===== src/rtl/pong_game_ctrl.sv =====
// Pong game controller: tick divider, serve timing, scoring and win detection.
// Optional feature macro: PONG_PAUSE_EN (start edge in PLAY pauses the game).
module pong_game_ctrl #(
  parameter int unsigned TICK_DIV    = 524288,
  parameter int unsigned SERVE_DELAY = 60,
  parameter int unsigned WIN_SCORE   = 7,
  parameter int unsigned X_GOAL_L    = 10,
  parameter int unsigned X_GOAL_R    = 610
) (
  input  logic       clk,
  input  logic       rst,
  input  logic       start,
  input  logic [9:0] posx,
  output logic       ball_tick,
  output logic       ball_load,
  output logic       serve_dir,
  output logic [3:0] score_l,
  output logic [3:0] score_r,
  output logic [1:0] winner,
  output logic [2:0] state
);

  localparam int unsigned DW = (TICK_DIV > 1) ? $clog2(TICK_DIV) : 1;
  localparam int unsigned SW = $clog2(SERVE_DELAY + 1);

  typedef enum logic [2:0] {
    IDLE  = 3'd0,
    SERVE = 3'd1,
    PLAY  = 3'd2,
    POINT = 3'd3,
`ifdef PONG_PAUSE_EN
    OVER  = 3'd4,
    PAUSE = 3'd5
`else
    OVER  = 3'd4
`endif
  } state_t;

  state_t          state_q;
  logic [DW-1:0]   div_q;
  logic [SW-1:0]   serve_q;
  logic            start_q;
  logic [3:0]      score_l_q;
  logic [3:0]      score_r_q;
  logic [1:0]      winner_q;
  logic            serve_dir_q;
  logic            ball_load_q;

  logic            tick;
  logic            start_edge;
  logic            goal_l;
  logic            goal_r;

  assign tick       = (div_q == DW'(TICK_DIV - 1));
  assign start_edge = start & ~start_q;
  assign goal_l     = (posx <= 10'(X_GOAL_L));
  assign goal_r     = (posx >= 10'(X_GOAL_R));

  // Free-running game-tick divider and start-button sampler.
  always_ff @(posedge clk) begin
    if (rst) begin
      div_q   <= '0;
      start_q <= 1'b0;
    end else begin
      div_q   <= tick ? '0 : div_q + 1'b1;
      start_q <= start;
    end
  end

  // Game FSM with registered scores, winner, serve direction and ball hold.
  always_ff @(posedge clk) begin
    if (rst) begin
      state_q     <= IDLE;
      serve_q     <= '0;
      score_l_q   <= '0;
      score_r_q   <= '0;
      winner_q    <= 2'b00;
      serve_dir_q <= 1'b0;
      ball_load_q <= 1'b1;
    end else begin
      case (state_q)
        IDLE, OVER: begin
          ball_load_q <= 1'b1;
          if (start_edge) begin
            score_l_q <= '0;
            score_r_q <= '0;
            winner_q  <= 2'b00;
            serve_q   <= '0;
            state_q   <= SERVE;
          end
        end
        SERVE: begin
          ball_load_q <= 1'b1;
          if (tick) begin
            if (serve_q == SW'(SERVE_DELAY - 1)) begin
              serve_q     <= '0;
              ball_load_q <= 1'b0;
              state_q     <= PLAY;
            end else begin
              serve_q <= serve_q + 1'b1;
            end
          end
        end
        PLAY: begin
          ball_load_q <= 1'b0;
          // Left goal is tested first so it wins when both limits are met.
          if (goal_l) begin
            if (score_r_q != 4'(WIN_SCORE)) score_r_q <= score_r_q + 1'b1;
            serve_dir_q <= 1'b1;
            ball_load_q <= 1'b1;
            state_q     <= POINT;
          end else if (goal_r) begin
            if (score_l_q != 4'(WIN_SCORE)) score_l_q <= score_l_q + 1'b1;
            serve_dir_q <= 1'b0;
            ball_load_q <= 1'b1;
            state_q     <= POINT;
          end
`ifdef PONG_PAUSE_EN
          else if (start_edge) begin
            state_q <= PAUSE;
          end
`endif
        end
        POINT: begin
          ball_load_q <= 1'b1;
          if (score_l_q == 4'(WIN_SCORE)) begin
            winner_q <= 2'b01;
            state_q  <= OVER;
          end else if (score_r_q == 4'(WIN_SCORE)) begin
            winner_q <= 2'b10;
            state_q  <= OVER;
          end else begin
            state_q  <= SERVE;
          end
        end
`ifdef PONG_PAUSE_EN
        PAUSE: begin
          ball_load_q <= 1'b0;
          if (start_edge) state_q <= PLAY;
        end
`endif
        default: begin
          ball_load_q <= 1'b1;
          state_q     <= IDLE;
        end
      endcase
    end
  end

  assign ball_tick = (state_q == PLAY) && tick;
  assign ball_load = ball_load_q;
  assign serve_dir = serve_dir_q;
  assign score_l   = score_l_q;
  assign score_r   = score_r_q;
  assign winner    = winner_q;
  assign state     = state_q;

endmodule


===== config.mk =====
export PLATFORM = sky130hd
export DESIGN_NAME = pong_game_ctrl
export DESIGN_NICKNAME = d
export VERILOG_FILES = /design/src/rtl/pong_game_ctrl.sv
export SDC_FILE = /design/constraint.sdc
export NUM_CORES = 1
export LEC_CHECK = 0
export CAP_MARGIN = 20
export CORE_MARGIN = 1.5
export CORE_UTILIZATION = 35
export CTS_CLUSTER_DIAMETER = 50
export DETAILED_ROUTE_END_ITERATION = 7
export HOLD_SLACK_MARGIN = 0.12
export PLACE_DENSITY = 0.53
export SYNTH_ARGS = -nofsm -noshare
export SYNTH_HDL_FRONTEND = slang
export SYNTH_SLANG_ARGS = --single-unit

===== constraint.sdc =====
create_clock -name clk -period 3.1 [get_ports clk]
set_input_delay 0.62 -clock clk [delete_from_list [all_inputs] [get_ports clk]]
set_output_delay 0.62 -clock clk [all_outputs]
set_load 0.005 [all_outputs]

After elaboration in Yosys (flattened, before gate mapping):

Cells that the tools add are included.

* add/sub/neg operators: 4
* order comparisons: 2
* eq/ne operators: 20
* multiplexer cells: 31
* bitwise operators: 2
* reduce and logical (&&, ||, !) cells: 14

Operator list (number)
* 4-bit two-way mux: 6
* 3-bit two-way mux: 7
* 19-bit by 1-bit adder with 19-bit output, second input constant: 1
* 19-bit == test, second input constant: 1
* 6-bit two-way mux: 3
* 2-bit != test, second input constant: 8
* 4-bit case mux with 2 select lines: 2
* 3-bit case mux with 4 select lines: 1
* 6-bit case mux with 2 select lines: 1
* 10-bit greater-or-equal comparator, second input constant: 1
* 10-bit by 4-bit <= comparator with 1-bit output, second input constant: 1
* 4-bit by 1-bit adder with 4-bit output, second input constant: 2
* 4-bit by 3-bit == test with 1-bit output, second input constant: 2
* 4-bit by 3-bit != test with 1-bit output, second input constant: 2
* 4-bit AND reduction: 2
* 2-bit nonzero test: 4
* 6-bit by 1-bit adder with 6-bit output, second input constant: 1
* 3-bit by 2-bit == test with 1-bit output, second input constant: 2
* 6-bit == test, second input constant: 1
* 1-bit two-way mux: 6
* 2-bit two-way mux: 3
* 3-bit != test, second input constant: 2
* 3-bit AND reduction: 2
* 5-bit AND reduction: 1
* other kinds (10): 11

* register bits after elaboration: 41
* bits of input ports: 13
* output and inout bits: 16
* word-level logic and storage cells: 82

Logic depth before layout (Yosys ltp):

* word-level depth: 5
* gate-level depth with buffers: 6
* mapped depth without buffers: 5

Worst setup path after synthesis:

No wires, ideal clock.

* path kind: in2reg
* start point: input port posx[6]
* end point: register score_r_q[3] (netlist: score_r[3])
* arrival: 2.229 ns
* path slack: 0.801 ns
* stages: 4
* cell sequence: or4_1 a2111o_1 or4_1 a21oi_1

* longest elaborated chain between the ends: 3

RTL lines
* from (decl): line 13 `input logic [9:0] posx,`
* 10-bit by 4-bit <= comparator with 1-bit output: line 56 `assign goal_l = (posx <= 10'(X_GOAL_L));`
* 2-bit != test (no line)
* 4-bit AND reduction (no line)
* to (signal assigned): line 108 `if (score_r_q != 4'(WIN_SCORE)) score_r_q <= score_r_q + 1'b1;`
* to (decl): line 44 `logic [3:0] score_r_q;`

Every way passes these cells.
A chain may end at the register's enable or synchronous reset.

Final worst setup path:

* start point: register div_q[0]
* end point: output port ball_tick

* longest elaborated chain between the ends: 2

RTL lines
* from (decl): line 40 `logic [DW-1:0] div_q;`
* from (signal assigned): line 65 `div_q <= tick ? '0 : div_q + 1'b1;`
* 19-bit == test: line 54 `assign tick = (div_q == DW'(TICK_DIV - 1));`
* 1-bit logical AND: line 150 `assign ball_tick = (state_q == PLAY) && tick;`
* to (decl): line 14 `output logic ball_tick,`

Every way passes these cells.

==> run_results.csv <==
group,metric,value,unit
synth,synth_ff_type,"dfxtp_1",
synth,yosys-top-cells-area,"dfxtp_1, nand3_1, nor2_1, o21ai_0, a21oi_1",
clock_network,cts_buffer_depth,2,
detailed_routing,drc,0,
timing,tightestPinTransition,0.562,ns
global_routing,grt_pass1_vias,1725,
detailed_routing,wl,4640,µm
clock_network,cts_made_buffers,5,
clock_network,cts_tree,"done",
cells_and_area,drive_above_1_share,0.0873,
detailed_routing,ant_nets,0,
clock_network,cts_sinks,41,
place,gp_congestion,0.730,
die,die-area,6580,µm²
worst_setup_path,critPathMaxFanout,6,
die,boundaryPins,29,
power_and_ir_drop,ir_drop,0.000179,V
cells_and_area,area_growth_syn_to_layout,21.6,%
die,initial_utilization,0.361,
global_routing,grt.total_usage,0.154,
synth,syn-num-nets,263,
cells_and_area,finalNetCount,291,
die,die_h,81.1,µm
timing,min_period_over_period,0.927,
synth,netlist_instances,246,
global_routing,grt_max_degree,20,
min_path,hp-class,"flip-flop to flip-flop",
detailed_routing,viasPerCell,5.28,
timing,fin_skew,0.00246,ns
timing,timing.setup.tns,0,ns
clock_network,ctsHoldBuffers,0,
timing,period_minus_slack,2.87,ns
synth,yosys.area.top_type,"dfxtp_1",
clock_network,clk_pin_slew,0.08,ns
clock_network,post_cts_buffers,0,
synth,synth-seq-cells,41,
worst_setup_path,crit_arrival,2.25,ns
power_and_ir_drop,power_density,406,nW/µm²
cells_and_area,fin_area,2590,µm²
global_routing,antenna_found_initial,0,
die,core_area,5920,µm²
synth,seq_area_frac_synth,0.385,
place,placed_cells,342,
power_and_ir_drop,leakage,0.000866,µW
worst_setup_path,cp-endpoint,"ball_tick",
outcome,status,"finished clean",
detailed_routing,initialDrtViolationCount,45,
detailed_routing,drt_first_pass_iters,4,
cells_and_area,diodes,0,
synth,ys_warn_count,0,
clock_network,htreeDepth,2,
worst_setup_path,r2r_end,"state[1]",
timing,rsz0062_at_grt,"no",
global_routing,grt_pass1_wl,7800,µm
cells_and_area,layout_common_cells,"dfxtp_1, clkdlybuf4s50_1, nor2_1, nand3_1, o21ai_0",
timing,holdWs,0.463,ns
synth,synth_area,2130,µm²
run,drv_cap,0,
timing,hold_viol_final,0,
timing,setup_violations,0,
place,dpl_cell_area,2480,µm²
timing,drv_slew,0,
place,port-buffer-count,28,
worst_setup_path,r2r_start,"div_q[0]",
cells_and_area,stdcell_count,350,
worst_setup_path,reg2reg_setup_slack,0.90,ns
clock_network,post_cts_resized,0,
die,num_rows,28,
die,die_w,81.1,µm
cells_and_area,layout_commonest_cell,"dfxtp_1",
detailed_routing,vias,1847,
clock_network,clk_latency,0.29,ns
worst_setup_path,cp-startpoint,"div_q[0]",
clock_network,clockRootBuffer,"clkbuf_8",
synth,async_flop_share,0,
worst_setup_path,cp.required,2.48,ns
cells_and_area,finish.utilization,0.438,
detailed_routing,routedWlPerCell,13.2,µm
worst_setup_path,endpoint_kind,"output port",
worst_setup_path,reg2reg_depth,5,
synth,syn_avg_cell_area,8.68,µm²
timing,max_slew_margin,0.622,
worst_setup_path,crit_type,"flip-flop to output port",
place,dpl.hpwl,3370,µm
synth,synth_edf_count,0,
global_routing,gr-total-overflow,0,
timing,fmax,348,MHz
synth,synth_top_area_share,0.385,
worst_setup_path,critPathLaunchType,"flip-flop",
synth,synth_cell_type_count,56,
-- routing by layer --
metal | up-vias | routed length, µm | GRT usage
met5 | - | 0 | 0
met4 | 0 | 68 | 0.0621
met3 | 5 | 219 | 0.0416
met2 | 31 | 2090 | 0.256
met1 | 846 | 2260 | 0.187
li1 | 965 | - | -
-- power breakdown --
part,internal [µW],switching [µW]
combinational,31.9,34.5
sequential,531,7.63
clock,263,186
-- area by class of cell --
type                    count  area [µm²]
inverters                  10        37.5
well taps                  75        93.8
clock buffers               7        86.3
repair buffers             32         310
multi-input cells         184        1220
fillers                   622        3330
flip-flops and latches     41         821
clock inverters             1        30.0
-- registers in the layout, indices dropped and copies added (netlist names) --
signal / count
winner: 2
serve_q: 6
score_r: 4
score_l: 4
div_q: 19
serve_dir: 1
start_q: 1
state: 3
ball_load: 1
-- cells in the mapped netlist (all sizes together), types with 5 or more instances --
library cell,n
nand2,13
o31ai,6
or3,5
nor2,20
nor3,5
buf,6
nand3,16
xor2,5
clkbuf,5
inv,10
o21ai,15
a21oi,13
xnor2,7
nand4,8
o211ai,6
dfxtp,41
or4,6
-- critical path, cell delays in order, from the launching register on --
cell and delay (ns):
dfxtp_1 0.38, ha_1 0.27, nand4_4 0.16, nor4_1 0.44, and3_1 0.23, clkdlybuf4s50_1 0.50
-- worst min-delay path by stage --
stage	startpoint	to	cells after the start
2_1_floorplan	div_q[0]	div_q[0]	1
3_5_place_dp	div_q[0]	div_q[0]	1
6_report	div_q[0]	div_q[0]	1
5_1_grt	div_q[0]	div_q[0]	1
3_3_place_gp	div_q[0]	div_q[0]	1
4_1_cts	div_q[0]	div_q[0]	1
-- kinds of logic (layout without fill, tap and decap cells) --
group,Yosys count,after routing,share of synthesized area
compound gates,56,56,0.172
xor+xnor,12,12,0.0492
fa+ha+maj,4,4,0.0234
buf+inv,21,50,0.0457
flops,41,41,0.385
mux,4,4,0.0188
simple gates,108,108,0.307
-- through the flow --
step / setup slack, ns / total power [µW]
finish: 0.227 / 1050
global route: 0.0451 / 1100
CTS: 0.171 / 1080
detailed placement: 0.284 / 619
global placement: 0.300 / 618
floorplan: 0.801 / 587
(Power assumes the default switching activity.)
